--- config.mk ---
export PLATFORM = sky130hd
export DESIGN_NAME = uart_transmitter
export DESIGN_NICKNAME = d
export VERILOG_FILES = /design/src/rtl/uart_transmitter.sv
export SDC_FILE = /design/constraint.sdc
export NUM_CORES = 1
export LEC_CHECK = 0
export CAP_MARGIN = 20
export CORE_ASPECT_RATIO = 0.75
export CORE_UTILIZATION = 49
export CTS_CLUSTER_DIAMETER = 30
export CTS_CLUSTER_SIZE = 28
export DETAILED_ROUTE_END_ITERATION = 10
export PLACE_DENSITY = 0.73
export SYNTH_ARGS = -nofsm -noshare
export SYNTH_HDL_FRONTEND = slang
export SYNTH_SLANG_ARGS = --single-unit
export TNS_END_PERCENT = 1
--- constraint.sdc ---
create_clock -name clk -period 1.6 [get_ports clk]
set_input_delay 0.32 -clock clk [delete_from_list [all_inputs] [get_ports clk]]
set_output_delay 0.32 -clock clk [all_outputs]
set_load 0.01 [all_outputs]
--- src/rtl/uart_transmitter.sv ---
// uart_transmitter: 8N1 serial transmitter with a ready/valid byte input.
// Define UART_TX_PARITY_EN to insert an even-parity bit before the stop bit.
module uart_transmitter #(
    parameter int CLOCK_FREQ = 50_000_000,
    parameter int BAUD_RATE  = 115_200
) (
    input  logic       clk,
    input  logic       rst,
    input  logic [7:0] data_in,
    input  logic       data_in_valid,
    output logic       data_in_ready,
    output logic       serial_out
);

    localparam int SYMBOL_EDGE_TIME = CLOCK_FREQ / BAUD_RATE;
    localparam int CW = $clog2(SYMBOL_EDGE_TIME);
    localparam logic [CW-1:0] LAST = CW'(SYMBOL_EDGE_TIME - 1);
    localparam logic [CW-1:0] PRE  = CW'(SYMBOL_EDGE_TIME - 2);

`ifdef UART_TX_PARITY_EN
    typedef enum logic [2:0] {IDLE, START, DATA, PARITY, STOP} state_t;
    logic par;
`else
    typedef enum logic [1:0] {IDLE, START, DATA, STOP} state_t;
`endif

    state_t        state;
    logic [7:0]    shreg;
    logic [2:0]    bit_idx;
    logic [CW-1:0] cyc;
    logic          accept;

    assign accept = data_in_valid && data_in_ready;

    always_ff @(posedge clk) begin
        if (rst) begin
            state         <= IDLE;
            shreg         <= 8'h00;
            bit_idx       <= 3'd0;
            cyc           <= '0;
            serial_out    <= 1'b1;
            data_in_ready <= 1'b1;
`ifdef UART_TX_PARITY_EN
            par           <= 1'b0;
`endif
        end else if (accept) begin
            // Accept can only happen in IDLE or the last STOP cycle
            state         <= START;
            shreg         <= data_in;
            bit_idx       <= 3'd0;
            cyc           <= '0;
            serial_out    <= 1'b0;
            data_in_ready <= 1'b0;
`ifdef UART_TX_PARITY_EN
            par           <= ^data_in;
`endif
        end else begin
            unique case (state)
                IDLE: begin
                    serial_out    <= 1'b1;
                    data_in_ready <= 1'b1;
                    cyc           <= '0;
                end
                START: begin
                    if (cyc == LAST) begin
                        cyc        <= '0;
                        state      <= DATA;
                        serial_out <= shreg[0];
                        shreg      <= {1'b0, shreg[7:1]};
                    end else begin
                        cyc <= cyc + 1'b1;
                    end
                end
                DATA: begin
                    if (cyc == LAST) begin
                        cyc <= '0;
                        if (bit_idx == 3'd7) begin
`ifdef UART_TX_PARITY_EN
                            state      <= PARITY;
                            serial_out <= par;
`else
                            state      <= STOP;
                            serial_out <= 1'b1;
`endif
                        end else begin
                            bit_idx    <= bit_idx + 1'b1;
                            serial_out <= shreg[0];
                            shreg      <= {1'b0, shreg[7:1]};
                        end
                    end else begin
                        cyc <= cyc + 1'b1;
                    end
                end
`ifdef UART_TX_PARITY_EN
                PARITY: begin
                    if (cyc == LAST) begin
                        cyc        <= '0;
                        state      <= STOP;
                        serial_out <= 1'b1;
                    end else begin
                        cyc <= cyc + 1'b1;
                    end
                end
`endif
                STOP: begin
                    if (cyc == LAST) begin
                        cyc           <= '0;
                        state         <= IDLE;
                        serial_out    <= 1'b1;
                        data_in_ready <= 1'b1;
                    end else begin
                        cyc <= cyc + 1'b1;
                        // Ready rises early so a new byte lands on the last stop cycle
                        if (cyc == PRE) data_in_ready <= 1'b1;
                    end
                end
                default: begin
                    state         <= IDLE;
                    serial_out    <= 1'b1;
                    data_in_ready <= 1'b1;
                    cyc           <= '0;
                end
            endcase
        end
    end

endmodule

==> flow_metrics.py <==
metrics = {
    "clock_tree": {
        "cts_made_buffers": 3,
        "clkTransAtPathRegs_ns": 0.14,
        "cts_tree": "built",
        "cts_root_buf": "clkbuf_4",
        "htreeDepth": 1,
        "hold_buffers": 0,
        "cts.sinks": 24,
        "clock_latency_ns": 0.32,
        "clockBufferDepth": 2,
    },
    "sta": {
        "fin_tns_setup_ns": 0,
        "hold_viol_final": 0,
        "slew_headroom_pct": 81.7,
        "period_minus_slack_ns": 1.59,
        "slew_viol_final": 0,
        "fin_skew_ns": 0.00597,
        "worst_slew_pin_slew_ns": 0.273,
        "finalSetupViolCount": 0,
        "rsz0062_at_grt": "true",
        "fin_crit_sh_pct": 99.5,
        "holdWs_ns": 0.493,
        "clock.fmax_ghz": 0.628,
    },
    "final_layout": {
        "finish.instance_area_sq_mm": 0.00163,
        "drive_gt1_share_pct": 32.5,
        "final_cells": 197,
        "final_util_pct": 69.5,
        "syn_to_final_growth_pct": 31.7,
        "insertedDiodeCount": 0,
        "final_common_cell": "dfxtp_1",
        "nNetsFinal": 185,
        "mostFrequentLayoutCells": "19 x dfxtp_1, 18 x buf_4, 11 x nor2_1, 11 x clkdlybuf4s50_1",
    },
    "critical_path": {
        "crit_start": "cyc[1]",
        "worstReg2RegStart": "cyc[1]",
        "cp.arrival_ns": 1.86,
        "cp-start-kind": "flop",
        "path_cells": "inv_2 -> ha_4 -> and4bb_4 -> and2_4 -> or4_4 -> nor2_4",
        "worstPathRequired_ns": 1.86,
        "crit_path_max_fanout": 9,
        "path_class": "flop to flop",
        "critical_path.max_stage_delay_ns": 0.52,
        "crit_slowest_cell": "or4_4",
        "end_kind": "flop",
    },
    "placed_design": {
        "dp_hpwl_microns": 1850,
        "port_buffers": 12,
        "gp_congestion": 0.811,
        "placed_area_sq_mm": 0.00153,
        "dpl.cell_count": 192,
    },
    "synthesis": {
        "postSynthAreaPerCell_sq_um": 9.31,
        "syn-num-nets": 154,
        "syn-cell-area_sq_mm": 0.00124,
        "seq_area_frac_synth_pct": 38.8,
        "synthCells": 133,
        "ys_types": 31,
        "synth_area_leaders": "dfxtp_1 39%, ha_1 10%, mux2i_1 7.3%",
        "yosys_warnings": 0,
        "yosys.area.top_type": "dfxtp_1",
        "synth.top_cell.area_share_pct": 38.8,
        "ys_ff_latch": 24,
    },
    "global_routing": {
        "grt_max_degree": 16,
        "grt_usage_pct": 20.7,
        "antenna_found_initial": 0,
        "grt_pass1_wl_microns": 4080,
        "grt_pass1_vias": 918,
        "overflow": 0,
    },
    "power": {
        "clock_power_share_pct": 29.4,
        "p_switching_w": 0.000272,
        "leakage_nw": 0.671,
        "p_seq_share_pct": 57.6,
        "p_comb_share_pct": 13.0,
        "swShare_pct": 24.5,
        "internal-power_w": 0.000838,
        "p_per_area_mw_per_mm2": 680,
        "ir_drop_v": 0.000568,
    },
    "detailed_routing": {
        "num_vias": 986,
        "finalWirelength_microns": 2610,
        "drc": 0,
        "viasPerCell": 5.01,
        "ant_nets": 0,
        "dr.pass1.iters": 4,
        "avgRoutedWirePerCell_microns": 13.2,
        "first_iter_violations": 47,
    },
    "worst_hold_path": {
        "hp-class": "flop to flop",
        "hold_start": "shreg[7]",
    },
    "run": {
        "maxCapViolCount": 0,
    },
    "die": {
        "num_rows": 15,
        "initial_core_util_pct": 52.8,
        "dieArea_sq_mm": 0.00273,
        "die_h_microns": 45.5,
        "die_w_microns": 60.1,
        "core_sq_mm": 0.00235,
        "ios": 13,
    },
    "status": {
        "status": "complete, no violations",
    },
}
synth_stat cells, drive strengths merged:
| cell type | number |
|---|---|
| xnor2 | 3 |
| a31oi | 2 |
| nor3 | 5 |
| inv | 7 |
| a21oi | 5 |
| nand4 | 1 |
| and3 | 1 |
| xor2 | 5 |
| nand3 | 3 |
| dfxtp | 24 |
| nand2b | 1 |
| nand2 | 9 |
| a211oi | 7 |
| mux2i | 9 |
| and4b | 1 |
| a21o | 1 |
| buf | 3 |
| nand4b | 3 |
| ha | 10 |
| o21ai | 4 |
| a2111oi | 1 |
| clkbuf | 3 |
| or4 | 1 |
| and2 | 3 |
| nor2 | 20 |
| and4bb | 1 |
critical path: cells and delay by family, from the launching register on:
family / cells / cell delay [ns]
adder cells (fa/ha/maj): 1 / 0.15
flip-flops: 1 / 0.36
buffers and inverters: 1 / 0.05
AND/OR/NAND/NOR: 4 / 0.99
cells by family (layout without fill, tap and decap cells):
group                    after synthesis  in the layout  share of synthesized area, %
AND/OR/NAND/NOR                       49             49                          22.7
flip-flops                            24             24                          38.8
AO/OA/AOI/OAI                         20             20                          10.2
buffers and inverters                 13             43                          5.25
adder cells (fa/ha/maj)               10             10                          10.1
multiplexers                           9              9                          7.27
XOR/XNOR                               8              8                          5.66
through the flow:
step                setup slack (ns)  power [W]
floorplan                    -0.0322   0.000721
global placement             -0.0457   0.000783
detailed placement            -0.148   0.000788
CTS                          -0.0229    0.00111
global route                 -0.0851    0.00115
finish                       0.00863    0.00111
power by group through the flow:
stage / Combinational [W] / Sequential (W) / Clock (W)
after detailed placement: 0.000136 / 0.000652 / 0
final: 0.000144 / 0.000639 / 0.000326
after CTS: 0.000139 / 0.000638 / 0.000335
after global placement: 0.000133 / 0.000650 / 0
after global routing: 0.000158 / 0.000642 / 0.000355
after floorplan: 0.0000701 / 0.000651 / 0
cell type report:
class | count | area (sq um)
repair buffers | 32 | 285
clock buffers | 4 | 36.3
multi-input cells | 96 | 752
inverters | 7 | 26.3
fillers | 173 | 714
well taps | 34 | 42.5
flip-flops and latches | 24 | 489
metal layers:
layer | share of wire (%) | GRT usage [%] | vias up | wire length, microns
met5 | 0 | 0 | - | 0
met4 | 1.2 | 6.98 | 0 | 31
met3 | 2.4 | 5.11 | 4 | 63
met2 | 46 | 31.8 | 13 | 1200
met1 | 50 | 28.5 | 449 | 1320
li1 | - | - | 520 | -
worst paths after layout:
check | cells past startpoint | slack (ns) | to
hold reg to reg | 2 | 0.49 | shreg[7]
setup / recovery | 6 | 0.009 | cyc[7]
setup reg to reg | 6 | 0.009 | cyc[7]
hold / removal | 2 | 0.49 | shreg[7]
registers in the layout (all words and copies together) (netlist names):
name           flops
shreg              8
data_in_ready      1
serial_out         1
bit_idx            3
cyc                9
state              2
repair_timing:
item | CTS | global route
pin swaps | 1 | 8
buffers inserted | 0 | 1
gates resized for setup | 8 | 10
endpoints found under the setup margin | 18 | 20
No activity file was read; power rests on OpenSTA's default activity.
==> edit 1, RTL diff (same flow settings) <==
The parameter `BAUD_RATE` goes from 115_200 to 230_400.
--- a/src/rtl/uart_transmitter.sv
+++ b/src/rtl/uart_transmitter.sv
@@ -4,3 +4,3 @@
     parameter int CLOCK_FREQ = 50_000_000,
-    parameter int BAUD_RATE  = 115_200
+    parameter int BAUD_RATE  = 230_400
 ) (
Check against the original RTL: same outputs for any inputs over 10 cycles, from zero or initial values and one cycle with rst high; that may be too few to reach the edited logic, so the function may still have changed.
==> edit 1 against the unedited design <==
  * Cell area shrank 3.7%
  * Sequential cell count shrank 1
  * Area after synthesis shrank 7.9%
  * Setup slack lost 0.14 ns
  * Highest routed layer unchanged
  * Cell count shrank 9.6%
  * The run now ends with setup timing left
  * Global-route usage grew 3.3 points
  * Power shrank 7.1%
  * Wire length grew 2.8%
==> edit 1: results (changes against the unedited design) <==
| Metric | Value |
|---|---|
| Net Sw Frac | 24.79% (+0.28 points) |
| Status | finished with violations |
| Worst R2R Start | bit_idx[0]$_SDFFE_PP0P_ |
| Worst Path Max Fanout | 8 (-1) |
| Worst setup margin | -0.1334 ns (-0.1421 ns) |
| Failing checks | setup timing |
| VDD IR max | 0.5027 mV (-12%) |
| First-pass GRT wire length | 4540 µm (+11%) |
| RD Place Congestion | 0.8273 (+2.0%) |
| Worst path max stage delay | 0.36 ns (-0.16 ns) |
| DR WL/cell | 15.08 µm (+14%) |
| Setup Viol. Count Final | 10 (+10) |
| Pre-antenna DRT Iters | 5 (+1) |
| Area Growth Syn to Fin | 37.72% |
| Pleak | 0.6092 nW (-9.2%) |
| Top post-synthesis cells by count | dfxtp_1, nor2_1, ha_1, mux2i_1 |
| Detailed Route Iter0 Violations | 25 (-47%) |
| Max Clock Skew | 0.003780 ns (-0.002194 ns) |
| DP Wirelength | 1834 µm (-0.62%) |
| Seq/Total Area, Yosys | 40.35% (+1.6 points) |
| Total global-route track usage | 23.95% (+3.3 points) |
| Synthesized Nets | 141 (-8.4%) |
| Root Driver | clkbuf_4 |
| Fraction of layout instances using a drive strength above 1 | 29.87% (-2.6 points) |
| Vias in the first global route | 1005 (+9.5%) |
| Worst slew margin | 79.77% (-2.0 points) |
| Cell Area, Placed | 1431 µm² (-6.6%) |
| Count of cell types in the netlist | 30 (-3.2%) |
| Hold wc startpoint | cyc[0]$_SDFF_PP0_ |
| Final #Nets | 175 (-5.4%) |
| Critical-path cell with the highest stage delay | dfxtp_2 |
| Largest regs | cyc (8), shreg (8), bit_idx (3) |
| Fillers | 151 (-13%) |
| Setup TNS | -0.7243 ns (-0.7243 ns) |
| Critical Path Source | bit_idx[0]$_SDFFE_PP0P_ |
| Largest net degree at the start of global routing | 16 (unchanged) |
| Crit path arrival time | 1.94 ns (+0.08 ns) |
| Synth top area cells | dfxtp_1, ha_1, mux2i_1, nor2_1, a211oi_1 |
| Vias | 975 (-1.1%) |
-- edit 1: cells by family (layout without fill, tap and decap cells) --
| kind of cell | Yosys count | count (layout) | share of synthesized area [%] |
|---|---|---|---|
| AO/OA/AOI/OAI | 16 | 16 | 10.53 |
| XOR/XNOR | 7 | 7 | 5.373 |
| adder cells (fa/ha/maj) | 9 | 9 | 9.869 |
| buffers and inverters | 11 | 44 | 3.618 |
| flip-flops | 23 | 23 | 40.35 |
| multiplexers | 9 | 9 | 7.895 |
| AND/OR/NAND/NOR | 46 | 46 | 22.37 |
-- edit 1: cell type report --
type,instances,area share [%]
sequential,23,29.86
clock buffer,4,1.672
timing repair buffer,33,18.63
multi-input combinational,87,46.26
tap,24,1.911
inverter,7,1.672
-- edit 1: per-stage QoR --
stage | total power, mW | std cells | setup WS (ns)
4_1_cts | 1.026 | 178 | -0.1268
5_1_grt | 1.074 | 178 | -0.1890
6_report | 1.031 | 178 | -0.1334
3_3_place_gp | 0.7508 | 172 | -0.06992
2_1_floorplan | 0.6850 | 121 | -0.1180
3_5_place_dp | 0.7573 | 172 | -0.2077
-- edit 1: tightest hold or removal path, cell delays in order (launching register included) --
cell and delay [ns]:
dfxtp_2 0.35, buf_4 0.11, nor2_1 0.04
-- edit 1: worst paths after layout --
path / end / slack (ns) / cells after the start
hold / removal: cyc[0]$_SDFF_PP0_ / 0.52 / 2
setup / recovery: shreg[0]$_SDFFE_PP0P_ / -0.13 / 7
hold reg to reg: cyc[0]$_SDFF_PP0_ / 0.52 / 2
setup reg to reg: shreg[0]$_SDFFE_PP0P_ / -0.13 / 7
-- edit 1: layer usage --
layer / up-vias / routed length, µm / GRT usage, %
li1: 495 / - / -
met1: 457 / 1285 / 30.95
met2: 21 / 1298 / 41.40
met3: 2 / 90 / 5.373
met4: 0 / 10 / 5.238
met5: - / 0 / 0
-- edit 1: timing repair --
item                       4_1_cts  5_1_grt
pin swaps                       10        5
gates resized for setup         17       10
setup endpoints to repair       19       22
buffers inserted                 2        0
-- edit 1: power groups by stage --
| stage | Clock (mW) | Combinational, mW | Sequential (mW) |
|---|---|---|---|
| 6_report | 0.270 | 0.148 | 0.613 |
| 5_1_grt | 0.296 | 0.163 | 0.614 |
| 4_1_cts | 0.271 | 0.142 | 0.613 |
| 3_5_place_dp | 0 | 0.131 | 0.626 |
| 3_3_place_gp | 0 | 0.127 | 0.624 |
| 2_1_floorplan | 0 | 0.0615 | 0.624 |
==> edit 2, RTL diff (same settings) <==
Without the edit above. Reset style: asynchronous (`rst`), changed in one clocked block.
--- a/src/rtl/uart_transmitter.sv
+++ b/src/rtl/uart_transmitter.sv
@@ -34,3 +34,3 @@
 
-    always_ff @(posedge clk) begin
+    always_ff @(posedge clk or posedge rst) begin
         if (rst) begin
Behaviour: differs if rst is asserted again (counterexample within 4 cycles, from zero or initial values and one cycle with rst high); with rst held inactive, the same outputs for 10 cycles.
==> edit 2 against the unedited design <==
  * Non-clock buffer count decreased by 6
  * Cell area increased by 1.7%
  * Die area is 5.3% higher
  * Area after synthesis grew 5.5%
  * Setup slack better by 0.0061 ns
  * Cell count shrank 4.1%
  * Sequential cell count is the same
  * Critical path depth increased by 1
  * Via count rose by 0.81%
  * Wire length rose by 4.3%
  * Worst hold slack worse by 0.17 ns
  * Critical path type unchanged
Power is not compared: it rests on default switching activity, and its combinational part moved more than twofold at a synthesized area within 25%.
==> edit 2: results (changes against the unedited design) <==
| Metric | Value |
|---|---|
| Status | finished, final reports clean |
| Pre-antenna DRT Iters | 5 (+1) |
| Fillers | 200 (+16%) |
| Synth top area cells | dfrtp_1, ha_1, mux2i_1, nor2_1, dfstp_2 |
| Ant diodes | 0 (unchanged) |
| Crit path arrival time | 1.79 ns (-0.07 ns) |
| PortBufs | 12 (unchanged) |
| Largest net degree at the start of global routing | 25 (+9) |
| Synthesis Warnings | 0 (unchanged) |
| Hold crit path type | in -> async |
| Max Clock Skew | 0.007505 ns (+0.001532 ns) |
| Syn_area_per_cell | 10.13 µm² (+8.7%) |
| Clock slew at reported path FFs | 0.12 ns (-0.02 ns) |
| DR WL/cell | 14.40 µm (+8.7%) |
| Worst slew margin | 80.17% (-1.6 points) |
| Detailed Route Iter0 Violations | 38 (-19%) |
| First-pass GRT wire length | 4229 µm (+3.6%) |
| Place WS | -0.02798 ns (+0.1198 ns) |
| Final #Nets | 178 (-3.8%) |
| Worst R2R Start | state[0]$_DFFE_PP0P_ |
| Seq/Total Area, Yosys | 46.17% (+7.4 points) |
| Vias | 994 (+0.81%) |
| Total routed wirelength | 2721 µm (+4.3%) |
| RD Place Congestion | 0.9201 (+13%) |
| Post-synth ARST share | 100.0% (+100 points) |
| Synthesized Nets | 151 (-1.9%) |
| Total global-route track usage | 21.43% (+0.73 points) |
| Worst Path Max Fanout | 8 (-1) |
| Vias in the first global route | 917 (-0.11%) |
| Count of cell types in the netlist | 29 (-6.5%) |
| Top post-synthesis cells by count | dfrtp_1, nor2_1, nand2_1, ha_1, mux2i_1 |
[edit 2: cell count changes after synthesis, sizes merged, moves of 3 or more]
| cell | change |
|---|---|
| dfrtp | +22 |
| nor2 | -4 |
| o21ai | +5 |
| dfxtp | -24 |
| nor3 | -3 |
| a211oi | -7 |
| nand2 | +3 |
[edit 2: worst paths after layout]
kind	to	slack (ns)	cells after the start
max in group asynchronous	data_in_ready$_DFFE_PP1P_	0.99	3
max reg2reg	shreg[3]$_DFFE_PP0P_	0.01	7
max	shreg[3]$_DFFE_PP0P_	0.01	7
min reg2reg	shreg[7]$_DFFE_PP0P_	0.51	2
min in group clk	shreg[7]$_DFFE_PP0P_	0.51	2
min	cyc[3]$_DFF_PP0_	0.33	3
[edit 2: logic make-up after synthesis]
family / Yosys count / share of synthesized area, %
fa+ha+maj: 11 / 10.54
compound gates: 18 / 7.855
mux: 10 / 7.663
flops: 24 / 46.17
xor+xnor: 8 / 5.364
buf+inv: 11 / 3.832
simple gates: 47 / 18.58
[edit 2: layout make-up]
| cell class | count | share of cell area [%] |
|---|---|---|
| multi-input cells | 94 | 44.27 |
| repair buffers | 26 | 13.65 |
| flip-flops and latches | 24 | 36.35 |
| well taps | 34 | 2.564 |
| clock buffers | 4 | 1.584 |
| inverters | 7 | 1.584 |
[edit 2: worst max-delay path, stage by stage, from the launching register on]
cell      delay, ns
dfrtp_1        0.43
buf_4          0.15
ha_4           0.17
nor2_4         0.10
nand4b_1       0.14
buf_6          0.17
mux2i_1        0.23
o21ai_1        0.08
[edit 2: where the power goes]
group / switching [mW] / leakage, nW / internal [mW]
sequential: 0.155 / 0.298 / 0.766
combinational: 0.231 / 0.492 / 0.257
clock: 0.170 / 0.0150 / 0.0975
total: 0.556 / 0.805 / 1.12
[edit 2: through the flow]
| step | cell area (µm²) | power, mW | util (%) |
|---|---|---|---|
| final | 1659 | 1.677 | 69.06 |
| after global placement | 1520 | 1.331 | 63.28 |
| after detailed placement | 1520 | 1.368 | 63.28 |
| after global routing | 1659 | 1.799 | 69.06 |
| after floorplan | 1306 | 1.170 | - |
| after CTS | 1550 | 1.632 | 64.53 |
[edit 2: routing by layer]
| layer | track usage [%] | routed length [µm] | up-vias |
|---|---|---|---|
| li1 | - | - | 488 |
| met5 | 0 | 0 | - |
| met3 | 7.022 | 104 | 0 |
| met1 | 29.61 | 1246 | 482 |
| met4 | 8.000 | 0 | 0 |
| met2 | 31.61 | 1370 | 24 |
[edit 2: repair_timing]
action / in CTS / in global routing
pin swaps: 1 / 5
setup endpoints to repair: 9 / 16
gates cloned: 0 / 0
setup buffers: 0 / 4
gates resized for setup: 4 / 19
